===== config.mk =====
export PLATFORM = sky130hd
export DESIGN_NAME = mem_stage_ctrl
export DESIGN_NICKNAME = d
export VERILOG_FILES = /design/src/rtl/mem_stage_ctrl.sv
export SDC_FILE = /design/constraint.sdc
export NUM_CORES = 1
export LEC_CHECK = 0
export ABC_AREA = 1
export CAP_MARGIN = 0
export CORE_AREA = 2 2 117 142
export DETAILED_ROUTE_END_ITERATION = 10
export DIE_AREA = 0 0 119 144
export PLACE_DENSITY = 0.89
export RECOVER_POWER = 100
export SLEW_MARGIN = 10
export SYNTH_ARGS = -nofsm -noshare
export SYNTH_HDL_FRONTEND = slang
export SYNTH_SLANG_ARGS = --single-unit

===== constraint.sdc =====
create_clock -name clk -period 1.7 [get_ports clk]
set_input_delay 0.17 -clock clk [delete_from_list [all_inputs] [get_ports clk]]
set_output_delay 0.17 -clock clk [all_outputs]
set_load 0.02 [all_outputs]

===== src/rtl/mem_stage_ctrl.sv =====
// MEM-stage controller: unpacks the EX/MEM bundle, runs the data-memory handshake, drives WB and redirect.
// Defining MEM_TIMEOUT_EN adds an access timeout that aborts with a mem_err pulse.
module mem_stage_ctrl #(
    parameter int TIMEOUT_CYCLES = 16,
    parameter int TO_W           = 5
) (
    input  logic         clk,
    input  logic         reset,
    input  logic [140:0] ex_mem_bus,
    output logic         stall,
    output logic         mem_req_valid,
    input  logic         mem_req_ready,
    output logic         mem_req_we,
    output logic [31:0]  mem_req_addr,
    output logic [31:0]  mem_req_wdata,
    input  logic         mem_rsp_valid,
    input  logic [31:0]  mem_rsp_rdata,
    output logic         wb_valid,
    output logic         wb_regwrite,
    output logic [4:0]   wb_rd,
    output logic [31:0]  wb_data,
    output logic         redirect_valid,
    output logic [31:0]  redirect_pc,
    output logic         mem_err
);

    typedef enum logic [1:0] {IDLE, REQ, WAIT_RSP, DONE} state_t;

    state_t      r_state;
    logic        r_req_valid;
    logic        r_req_we;
    logic [31:0] r_req_addr;
    logic [31:0] r_req_wdata;
    logic        r_wb_valid;
    logic        r_wb_regwrite;
    logic [4:0]  r_wb_rd;
    logic [31:0] r_wb_data;
    logic        r_redirect_valid;
    logic [31:0] r_redirect_pc;
    logic        r_mem_err;
    logic        r_regwrite;
    logic        r_redir;
    logic        r_ld_sel;

    logic [31:0] w_alu;
    logic [31:0] w_rd2;
    logic [4:0]  w_rd;
    logic        w_memtoreg;
    logic        w_memwrite;
    logic        w_memread;
    logic        w_regwrite;
    logic [31:0] w_adder;
    logic        w_unused_zero;
    logic        w_jalr;
    logic        w_orgate;
    logic [31:0] w_pcbr;
    logic        w_jal;
    logic        w_memop;
    logic        w_redir;
    logic [31:0] w_redir_pc;
    logic [31:0] w_wb_base;
    logic        w_ld_sel;
    logic        w_expired;
    logic        w_hs_done;
    logic        w_abort;

    assign w_alu         = ex_mem_bus[31:0];
    assign w_rd2         = ex_mem_bus[63:32];
    assign w_rd          = ex_mem_bus[68:64];
    assign w_memtoreg    = ex_mem_bus[69];
    assign w_memwrite    = ex_mem_bus[70];
    assign w_memread     = ex_mem_bus[71];
    assign w_regwrite    = ex_mem_bus[72];
    assign w_adder       = ex_mem_bus[104:73];
    assign w_unused_zero = ex_mem_bus[105];
    assign w_jalr        = ex_mem_bus[106];
    assign w_orgate      = ex_mem_bus[107];
    assign w_pcbr        = ex_mem_bus[139:108];
    assign w_jal         = ex_mem_bus[140];

    assign w_memop    = w_memread | w_memwrite;
    assign w_redir    = w_orgate | w_jalr;
    assign w_redir_pc = w_jalr ? {w_alu[31:1], 1'b0} : w_adder;
    // Load data is zero until a response lands; it only replaces the base for true loads.
    assign w_wb_base  = w_jal ? w_pcbr : (w_memtoreg ? 32'h0 : w_alu);
    assign w_ld_sel   = w_memtoreg & ~w_jal & w_memread & ~w_memwrite;

    assign stall = ((r_state == IDLE) && w_memop)
                 || (r_state == REQ) || (r_state == WAIT_RSP);

`ifdef MEM_TIMEOUT_EN
    logic [TO_W-1:0] r_to_cnt;

    always_ff @(posedge clk) begin
        if (reset || r_state == IDLE || r_state == DONE) begin
            r_to_cnt <= '0;
        end else begin
            r_to_cnt <= r_to_cnt + TO_W'(1);
        end
    end

    assign w_expired = (r_to_cnt == TO_W'(TIMEOUT_CYCLES - 1));
`else
    logic [TO_W-1:0] w_unused_to;
    assign w_unused_to = TO_W'(TIMEOUT_CYCLES - 1);
    assign w_expired   = 1'b0;
`endif

    assign w_hs_done = ((r_state == REQ) && mem_req_ready && r_req_we)
                     || ((r_state == WAIT_RSP) && mem_rsp_valid);
    assign w_abort   = w_expired
                     && (((r_state == REQ) && !mem_req_ready)
                     || ((r_state == WAIT_RSP) && !mem_rsp_valid));

    always_ff @(posedge clk) begin
        if (reset) begin
            r_state          <= IDLE;
            r_req_valid      <= 1'b0;
            r_req_we         <= 1'b0;
            r_req_addr       <= '0;
            r_req_wdata      <= '0;
            r_wb_valid       <= 1'b0;
            r_wb_regwrite    <= 1'b0;
            r_wb_rd          <= '0;
            r_wb_data        <= '0;
            r_redirect_valid <= 1'b0;
            r_redirect_pc    <= '0;
            r_mem_err        <= 1'b0;
            r_regwrite       <= 1'b0;
            r_redir          <= 1'b0;
            r_ld_sel         <= 1'b0;
        end else begin
            r_wb_valid       <= 1'b0;
            r_wb_regwrite    <= 1'b0;
            r_redirect_valid <= 1'b0;
            r_mem_err        <= 1'b0;
            unique case (r_state)
                IDLE: begin
                    r_wb_rd       <= w_rd;
                    r_wb_data     <= w_wb_base;
                    r_redirect_pc <= w_redir_pc;
                    if (w_memop) begin
                        r_req_valid <= 1'b1;
                        r_req_we    <= w_memwrite;
                        r_req_addr  <= w_alu;
                        r_req_wdata <= w_rd2;
                        r_regwrite  <= w_regwrite;
                        r_redir     <= w_redir;
                        r_ld_sel    <= w_ld_sel;
                        r_state     <= REQ;
                    end else begin
                        r_wb_valid       <= 1'b1;
                        r_wb_regwrite    <= w_regwrite;
                        r_redirect_valid <= w_redir;
                    end
                end
                REQ: begin
                    if (mem_req_ready) begin
                        r_req_valid <= 1'b0;
                        r_state     <= r_req_we ? DONE : WAIT_RSP;
                    end else if (w_abort) begin
                        r_req_valid <= 1'b0;
                        r_state     <= DONE;
                    end
                end
                WAIT_RSP: begin
                    if (mem_rsp_valid) begin
                        if (r_ld_sel) r_wb_data <= mem_rsp_rdata;
                        r_state <= DONE;
                    end else if (w_abort) begin
                        r_state <= DONE;
                    end
                end
                DONE: r_state <= IDLE;
            endcase
            if (w_hs_done || w_abort) begin
                r_wb_valid       <= 1'b1;
                r_wb_regwrite    <= r_regwrite & ~w_abort;
                r_redirect_valid <= r_redir;
                r_mem_err        <= w_abort;
            end
        end
    end

    assign mem_req_valid  = r_req_valid;
    assign mem_req_we     = r_req_we;
    assign mem_req_addr   = r_req_addr;
    assign mem_req_wdata  = r_req_wdata;
    assign wb_valid       = r_wb_valid;
    assign wb_regwrite    = r_wb_regwrite;
    assign wb_rd          = r_wb_rd;
    assign wb_data        = r_wb_data;
    assign redirect_valid = r_redirect_valid;
    assign redirect_pc    = r_redirect_pc;
    assign mem_err        = r_mem_err;

endmodule


==> metrics.csv <==
metric,value,unit
grt_pass1_wl,36090,um
cts_tree,done,
synth-main-ff-cell,dfxtp_1,
tightest_slew,0.5228,ns
hold_viol_final,0,
clock.fmax,606.6,MHz
cts_made_buffers,17,
synth_area_leaders,"dfxtp_1, nand2_1, nor2_1",
ant_nets,0,
htree_num_levels,4,
synth_common_cells,"nand2_1, nor2_1, dfxtp_1",
path_max_fanout,2,
rsz0062_at_grt,no,
tns,0,ns
clkSinkCount,143,
syn_area_per_cell,7.176,um2
max-clock-path-buffers,2,
cp.depth,1,
slew_viol_final,0,
r2r_setup_slack,0.11,ns
hold_path.class,in -> reg,
antenna_found_initial,1,
worstReg2RegStart,r_state[1]$_SDFFE_PP0P_,
grt_pass1_vias,6954,
vias_per_cell,5.219,
synth_cell_types,25,
netlist.area_leader.share,0.4591,
p_comb_frac,0.503,
cap_violations,0,
vias,7280,
synth_area,0.006236,mm2
synth_cells,869,
p_int,0.01110,W
hold_ws,0.3267,ns
cp-endpoint,mem_req_addr[21],
drive_above_1_share,0.07022,
yosysSeqAreaShare,0.4591,
synth.most_common_cell,nand2_1,
synth_nets,1049,
synthArstFlopShare,0,
fill_cells,1284,
insertion_delay,0.43,ns
dp_hpwl,16880,um
boundaryPins,317,
irDropWorstVdd,1.182,mV
finClkSkew,0.01831,ns
synth-seq-cells,143,
cp.arrival,1.48,ns
grt_usage,0.2679,
fp.dieW,119,um
max_stage_delay,0.72,ns
cts_root_buf,clkbuf_16,
r2r_cells,6,
io_buffers,314,
gp_congestion,0.8913,
synth_area_leader_cell,dfxtp_1,
grt.overflow.total,0,
finalCriticalPeriod,1.649,ns
setup_viol,0,
wl_per_cell,17.37,um
nets,1349,
clkPwrFrac,0.218,
first_iter_violations,606,
p_sw,0.007736,W
outcome,finished clean,
die_y,144,um
cts_hold_buf,0,
crit_family,buffers and inverters,
clk_pin_slew,0.06,ns
drcViolationCount,0,
final_util,0.6522,
core_area,0.01589,mm2
dr.pass1.iters,5,
slew_headroom,0.6515,
swShare,0.4107,
power_density,1818,mW/mm2
synth_edf_count,0,
required,1.53,ns
endpoint_kind,output port,
areaGrowthSynthToFinish,66.17,%
rows,51,
crit_slowest_cell,dlygate4sd3_1,
wirelength,24230,um
grt_max_degree,73,
yosys_warnings,0,
p_leak,4.699,nW
regToRegEndpoint,redirect_pc[8]$_SDFFE_PP0P_,
seqPwrFrac,0.279,
path_class,reg -> out,
start_kind,flop,
crit_buf_inv,1,
start_util,0.3925,
dieArea,0.01714,mm2
min_period_over_period,0.9698,
crit_start,mem_req_addr[21]$_SDFFE_PP0P_,
critical_path.cell_chain,dlygate4sd3_1,
-- layout make-up --
cell class | count | area [um2] | area share
timing repair buffer | 351 | 3537 | 0.3413
multi-input combinational | 609 | 2867 | 0.2766
antenna | 1 | 2.502 | 0.0002415
clock buffer | 20 | 466.7 | 0.04504
sequential | 143 | 2864 | 0.2764
clock inverter | 12 | 180.2 | 0.01739
inverter | 47 | 180.2 | 0.01739
tap | 212 | 265.3 | 0.02560
-- worst min-delay path by stage --
stage / start / to / slack, ns / cells past startpoint
after floorplan: reset / mem_req_valid$_SDFFE_PP0P_ / 0.24 / 1
after global placement: r_redir$_SDFFE_PP0P_ / r_redir$_SDFFE_PP0P_ / 0.44 / 2
after detailed placement: r_regwrite$_SDFFE_PP0P_ / r_regwrite$_SDFFE_PP0P_ / 0.44 / 2
after CTS: ex_mem_bus[140] / wb_data[12]$_SDFFE_PP0P_ / 0.31 / 5
after global routing: ex_mem_bus[41] / mem_req_wdata[9]$_SDFFE_PP0P_ / 0.33 / 3
final: ex_mem_bus[140] / wb_data[21]$_SDFFE_PP0P_ / 0.33 / 5
-- what timing repair did --
action,4_1_cts,5_1_grt
setup endpoints to repair,13,79
buffers inserted,0,1
gates cloned,0,1
hold endpoints to repair,0,0
gates resized for setup,7,9
pin swaps,0,1
-- sequential cells by signal, indices dropped and copies added, names as in the netlist, 2 cells and up --
register / flops
r_state: 2
mem_req_addr: 32
redirect_pc: 32
mem_req_wdata: 32
wb_rd: 5
wb_data: 32
-- cells in the final DEF, fill, tap and decap left out, types with 31 or more instances in the layout --
| master | netlist | routed |
|---|---|---|
| nor2_1 | 145 | 145 |
| a21oi_1 | 40 | 40 |
| nand2_1 | 173 | 173 |
| a22oi_1 | 32 | 32 |
| dlygate4sd3_1 | 0 | 123 |
| nand3_1 | 39 | 38 |
| inv_1 | 43 | 41 |
| dfxtp_1 | 143 | 142 |
| clkdlybuf4s50_1 | 0 | 189 |
| o21ai_0 | 103 | 114 |
| o211ai_1 | 31 | 31 |
-- metal layers --
layer  share of wire  global-route usage
met5               0                   0
met4           0.043              0.1422
met3           0.080             0.06625
met2            0.47              0.4307
met1            0.40              0.3326
-- cell families after synthesis --
family	synth area share
and+or+nand+nor	0.2291
AOI/OAI and AO/OA	0.2207
DFF	0.4591
buffers and inverters	0.08447
adders and majority gates	0.006020
other	0.0006013
-- metrics by stage --
step                      std cells  setup WS (ns)  area (um2)  total power, W
after floorplan                 869         0.1218        6236         0.01061
after global placement         1360       -0.02306        9671         0.01464
after detailed placement       1360       -0.03525        9671         0.01491
after CTS                      1392      -0.002778       10330         0.01916
after global routing           1395        0.01199       10360         0.01986
final                          1395        0.05134       10360         0.01884
-- power groups by stage --
stage / Sequential [W] / Clock [W] / Combinational [W]
2_1_floorplan: 0.00679 / 0 / 0.00381
4_1_cts: 0.00530 / 0.00415 / 0.00971
5_1_grt: 0.00539 / 0.00429 / 0.0102
3_5_place_dp: 0.00534 / 0 / 0.00957
3_3_place_gp: 0.00528 / 0 / 0.00936
6_report: 0.00526 / 0.00411 / 0.00947
Power figures use the tool's default switching activity.
